### config.mk
export PLATFORM = sky130hd
export DESIGN_NAME = bram36_fifo_ctrl
export DESIGN_NICKNAME = d
export VERILOG_FILES = /design/src/rtl/bram36_pkg.sv /design/src/rtl/fifo_skid2.sv /design/src/rtl/bram36_fifo_ctrl.sv
export SDC_FILE = /design/constraint.sdc
export NUM_CORES = 1
export LEC_CHECK = 0
export CAP_MARGIN = 20
export CORE_AREA = 4 4 123 125
export DETAILED_ROUTE_END_ITERATION = 7
export DIE_AREA = 0 0 127 129
export PLACE_DENSITY = 0.76
export SETUP_SLACK_MARGIN = 0.5
export SLEW_MARGIN = 20
export SYNTH_ARGS = -nofsm -noshare
export SYNTH_HDL_FRONTEND = slang
export SYNTH_SLANG_ARGS = --single-unit
### constraint.sdc
create_clock -name clk -period 2.93 [get_ports clk]
set_input_delay 0.586 -clock clk [delete_from_list [all_inputs] [get_ports clk]]
set_output_delay 0.586 -clock clk [all_outputs]
set_load 0.1 [all_outputs]
### src/rtl/bram36_pkg.sv
// Shared constants and address formatting for a RAMB36 used in 36-bit mode.
package bram36_pkg;

  localparam int RAM_DATA_W      = 32;
  localparam int RAM_PAR_W       = 4;
  localparam int RAM_ADDR_LSB    = 5;
  localparam int RAM_ADDR_PORT_W = 16;
  localparam int SKID_W          = RAM_DATA_W + RAM_PAR_W;

  // In 36-bit mode the word address sits at [..:5] of the 16-bit port; low bits stay 0.
  function automatic logic [RAM_ADDR_PORT_W-1:0] word_to_port(
    input logic [RAM_ADDR_PORT_W-1:0] word_addr
  );
    return word_addr << RAM_ADDR_LSB;
  endfunction

endpackage

### src/rtl/fifo_skid2.sv
// Two-entry skid buffer catching registered RAM read data; head drives the read stream.
module fifo_skid2
  import bram36_pkg::*;
(
  input  logic              clk,
  input  logic              rst,
  input  logic              clear_i,
  input  logic              push_i,
  input  logic [SKID_W-1:0] din_i,
  input  logic              pop_i,
  output logic              valid_o,
  output logic [SKID_W-1:0] dout_o,
  output logic [1:0]        level_o
);

  logic [SKID_W-1:0] head_q;
  logic [SKID_W-1:0] tail_q;
  logic [1:0]        level_q;

  always_ff @(posedge clk) begin
    if (rst || clear_i) begin
      head_q  <= '0;
      tail_q  <= '0;
      level_q <= 2'd0;
    end else begin
      case ({push_i, pop_i})
        2'b10: begin
          if (level_q == 2'd0) head_q <= din_i;
          else                 tail_q <= din_i;
          level_q <= level_q + 2'd1;
        end
        2'b01: begin
          head_q  <= tail_q;
          level_q <= level_q - 2'd1;
        end
        2'b11: begin
          if (level_q == 2'd2) begin
            head_q <= tail_q;
            tail_q <= din_i;
          end else begin
            head_q <= din_i;
          end
        end
        default: ;
      endcase
    end
  end

  assign valid_o = (level_q != 2'd0);
  assign dout_o  = head_q;
  assign level_o = level_q;

endmodule

### src/rtl/bram36_fifo_ctrl.sv
// FIFO controller in front of a RAMB36 (36-bit mode); skid buffer hides the 1-cycle read latency.
module bram36_fifo_ctrl
  import bram36_pkg::*;
#(
  parameter int ADDR_W = 10
) (
  input  logic                        clk,
  input  logic                        rst,
  input  logic                        flush,
  input  logic                        wr_valid,
  output logic                        wr_ready,
  input  logic [RAM_DATA_W-1:0]       wr_data,
  input  logic [RAM_PAR_W-1:0]        wr_par,
  output logic                        rd_valid,
  input  logic                        rd_ready,
  output logic [RAM_DATA_W-1:0]       rd_data,
  output logic [RAM_PAR_W-1:0]        rd_par,
  output logic [ADDR_W+1:0]           count,
  output logic [RAM_ADDR_PORT_W-1:0]  ram_addra,
  output logic [RAM_ADDR_PORT_W-1:0]  ram_addrb,
  output logic                        ram_ena,
  output logic [3:0]                  ram_wea,
  output logic [RAM_DATA_W-1:0]       ram_dia,
  output logic [RAM_PAR_W-1:0]        ram_dipa,
  output logic                        ram_enb,
  input  logic [RAM_DATA_W-1:0]       ram_dob,
  input  logic [RAM_PAR_W-1:0]        ram_dopb,
  output logic                        ram_ssra,
  output logic                        ram_ssrb,
  output logic [3:0]                  ram_web
);

  localparam int PW = ADDR_W + 1;
  localparam int CW = ADDR_W + 2;

  logic [ADDR_W:0]   wptr_q, wptr_d;
  logic [ADDR_W:0]   rptr_q, rptr_d;
  logic              inflight_q, inflight_d;
  logic [ADDR_W:0]   used;
  logic              wr_fire, rd_fire, issue;
  logic              skid_valid;
  logic [1:0]        level;
  logic [2:0]        occ;
  logic [SKID_W-1:0] head;

  // RAM occupancy never exceeds DEPTH, so its MSB alone flags "full".
  assign used     = wptr_q - rptr_q;
  assign wr_ready = !rst && !flush && !used[ADDR_W];
  assign wr_fire  = wr_valid && wr_ready;

  assign rd_valid = skid_valid && !rst;
  assign rd_fire  = rd_valid && rd_ready;

  // Skid slots spoken for after this cycle; counting the same-cycle pop keeps 1 word/cycle.
  assign occ   = {1'b0, level} + {2'b0, inflight_q} - {2'b0, rd_fire};
  assign issue = (wptr_q != rptr_q) && (occ < 3'd2) && !flush && !rst;

  always_comb begin
    wptr_d     = wptr_q + PW'(wr_fire);
    rptr_d     = flush ? wptr_q : rptr_q + PW'(issue);
    inflight_d = issue;
  end

  always_ff @(posedge clk) begin
    if (rst) begin
      wptr_q     <= '0;
      rptr_q     <= '0;
      inflight_q <= 1'b0;
    end else begin
      wptr_q     <= wptr_d;
      rptr_q     <= rptr_d;
      inflight_q <= inflight_d;
    end
  end

  fifo_skid2 u_skid (
    .clk     (clk),
    .rst     (rst),
    .clear_i (flush),
    .push_i  (inflight_q),
    .din_i   ({ram_dopb, ram_dob}),
    .pop_i   (rd_fire),
    .valid_o (skid_valid),
    .dout_o  (head),
    .level_o (level)
  );

  assign rd_data = head[RAM_DATA_W-1:0];
  assign rd_par  = head[SKID_W-1:RAM_DATA_W];

  assign count = rst ? '0 : (CW'(used) + CW'(inflight_q) + CW'(level));

  assign ram_addra = word_to_port(RAM_ADDR_PORT_W'(wptr_q[ADDR_W-1:0]));
  assign ram_addrb = word_to_port(RAM_ADDR_PORT_W'(rptr_q[ADDR_W-1:0]));
  assign ram_ena   = wr_fire;
  assign ram_wea   = {4{wr_fire}};
  assign ram_dia   = wr_data;
  assign ram_dipa  = wr_par;
  assign ram_enb   = issue;
  assign ram_ssra  = 1'b0;
  assign ram_ssrb  = 1'b0;
  assign ram_web   = 4'h0;

endmodule

==> summary.txt <==
GRT
  • Vias in the first global route: 4804
  • Total track usage: 0.176
  • Initial antenna violation count: 0
  • Global-route wire length before repair: 23400 um
  • GRT Residual Overflow: 0
  • Largest net degree at the start of global routing: 75

CTS
  • CTS H-tree lvls: 3
  • CTS tree: done
  • CTS Buf Count: 9
  • Clk root buf: clkbuf_16
  • Clock latency on the worst-skew pair: 350 ps
  • Clk pin slew, worst setup/hold paths: 70 ps
  • Clock sink count: 97
  • Max clock buf depth: 2

Timing
  • Rel. slew slack: 0.489
  • Final worst slack: -582 ps
  • Unrepaired setup endpoints after global routing: true
  • Post-Route Setup TNS: -6950 ps
  • Final hold violations: 0
  • Clk_skew: 6.86 ps
  • Slew Viols, Final: 0
  • # setup viols final: 26
  • Tmin final: 3510 ps
  • Tcrit/Tclk final: 1.20
  • Minimum hold slack: 454 ps
  • Max Freq: 285 MHz
  • Worst-Margin Slew: 766 ps

Critical path
  • Worst r2r dst: wptr_q[10]$_SDFF_PP0_
  • Worst path most repeated cell: inv_2
  • FF-to-FF Start: wptr_q[0]$_SDFF_PP0_
  • CP arrival: 2930 ps
  • Reg2Reg Depth: 16
  • Max incr delay on CP: 360 ps
  • Worst-path cell chain: inv_2 > ha_4 > inv_2 > fa_2 > a211oi_4 > o211a_1 > nor3_4 > a2111oi_4 > buf_4 > nand2_2 > mux2_4 > buf_12
  • R2r setup slk: -220 ps
  • Worst EP required: 2340 ps
  • CP Class: reg2out
  • Slowest cell on the critical path: fa_2
  • Startpoint types: register
  • Critical path peak fanout: 4
  • CP endpoint kind: output pin

Place
  • RD Place Congestion: 0.835
  • Pre-CTS WS: -701 ps
  • Port-buffer cells: 116
  • Dpl hpwl: 10200 um
  • Area after DPL: 7380 sq um

Flow run
  • Max Cap Viol: 0

Finish
  • Nets@finish: 915
  • Layout cells sized above 1: 0.370
  • Commonest cells after routing, fill and taps aside: buf_4, dfxtp_1, nand2_1
  • Most common cell after layout, fill and taps aside: buf_4
  • Ant diodes: 0
  • Syn-to-layout area delta: 45.7%
  • Finished layout cell area: 8210 sq um

Logic synthesis
  • Post-synth ARST share: 0
  • Yosys reg bits: 97
  • Post-synth EDFFs: 0
  • Post-synth top area cell: dfxtp_1
  • YS warnings: 0
  • Post-synth top area share: 0.345
  • Synth Instances: 681
  • Synth cell types: 61
  • Post-Syn Area: 5640 sq um
  • Synth top area cells: dfxtp_1, buf_4, mux2i_1
  • Ys flop type: dfxtp_1
  • Seq/Total Area, Yosys: 0.345
  • Syn Area/Cell: 8.28 sq um

Status
  • Failing checks: setup timing
  • Status: finished with violations

Pwr
  • Lkg Pwr: 3.43 nW
  • VDD IR max: 0.000450 V
  • PwrDens: 386 nW/um^2
  • Pwr Total: 3.17 mW

Detailed routing
  • Routed wire length: 15000 um
  • Vias/cell: 5.03
  • First drt pass iteration count: 4
  • Vias: 5055
  • Avg WL per Cell: 14.9 um
  • DRC: 0
  • Drt initial violations: 234
  • Antenna viol nets, final: 0

Floorplan
  • Row count: 43
  • Initial Util: 0.406
  • Die area: 16400 sq um
  • Die H: 129 um
  • Die W: 127 um
  • Ports: 207
  • Core ar.: 13900 sq um

Hold path
  • Hold Crit Class: reg2reg
  • Hold Path Origin: u_skid.tail_q[1]$_SDFFE_PN0P_
  • Hold depth: 2
  • Worst Hold End: u_skid.tail_q[1]$_SDFFE_PN0P_
-- through the flow --
step / std cells / util
floorplan: 698 / -
global placement: 971 / 0.532
detailed placement: 971 / 0.532
CTS: 998 / 0.579
global route: 1004 / 0.591
finish: 1004 / 0.591
-- cell families after synthesis --
group           after synthesis  synth area share
compound gates              134             0.160
xor+xnor                     23            0.0357
fa+ha+maj                    19            0.0475
buf+inv                     130             0.146
flops                        97             0.345
mux                          41            0.0737
other cells                   1          0.000665
simple gates                236             0.192
-- layout make-up --
type / instances / area, sq um
Multi-Input combinational cell: 471 / 3530
Fill cell: 1138 / 5670
Sequential cell: 97 / 1950
Inverter: 16 / 72.6
Tap cell: 180 / 225
Clock inverter: 7 / 85.1
Timing Repair Buffer: 224 / 2130
Clock buffer: 9 / 225
-- report_power, final --
part | internal, mW | switching, mW
Clock | 0.609 | 0.604
Combinational | 0.210 | 0.412
Sequential | 1.33 | 0.00741
Total | 2.15 | 1.02
-- worst max-delay path: cells and delay by family, from the launching register on --
family | cells | cell delay (ps)
adders and majority gates | 2 | 480
and+or+nand+nor | 2 | 120
muxes | 1 | 310
buffers and inverters | 4 | 460
DFF | 1 | 330
AOI/OAI and AO/OA | 3 | 880
-- synthesized netlist by cell type (all sizes together) (3+ instances only) --
cell type and count:
nand4 3, a21oi 60, dfxtp 97, buf 88
and3 5, a21o 4, mux2i 40, xor2 10
and2 4, nand3 16, nand2 88, nor2b 8
o21ai 14, fa 4, nand2b 3, xnor2 13
nor3 10, nor4 5, clkbuf 26, or3 8
inv 15, a211oi 39, ha 15, nor2 78
o21a 3
-- routing by layer --
metal,routed length [um],share of wire,GRT usage
met5,0,0,0
met4,361,0.024,0.0726
met3,798,0.053,0.0324
met1,6430,0.43,0.223
met2,7390,0.49,0.295
-- flip-flops by register name (all words and copies together) (netlist names) --
register	cells
u_skid.level_o	2
wptr_q	11
u_skid.tail_q	36
inflight_q	1
u_skid.dout_o	36
rptr_q	11
-- how the worst max path moves through the flow --
| stage | start | to | depth (start not counted) |
|---|---|---|---|
| 2_1_floorplan | wptr_q[0]$_SDFF_PP0_ | wptr_q[10]$_SDFF_PP0_ | 14 |
| 3_3_place_gp | rd_ready | rptr_q[8]$_SDFF_PP0_ | 19 |
| 3_5_place_dp | rd_ready | rptr_q[8]$_SDFF_PP0_ | 18 |
| 4_1_cts | wptr_q[0]$_SDFF_PP0_ | count[8] | 11 |
| 5_1_grt | wptr_q[0]$_SDFF_PP0_ | count[9] | 12 |
| 6_report | wptr_q[0]$_SDFF_PP0_ | count[9] | 12 |
-- repair_timing --
action / in CTS / in global routing
endpoints found under the setup margin: 40 / 40
pin swaps: 50 / 31
hold buffers: 0 / 0
resized for setup: 52 / 27
buffers inserted: 11 / 6
Power figures use the tool's default switching activity.
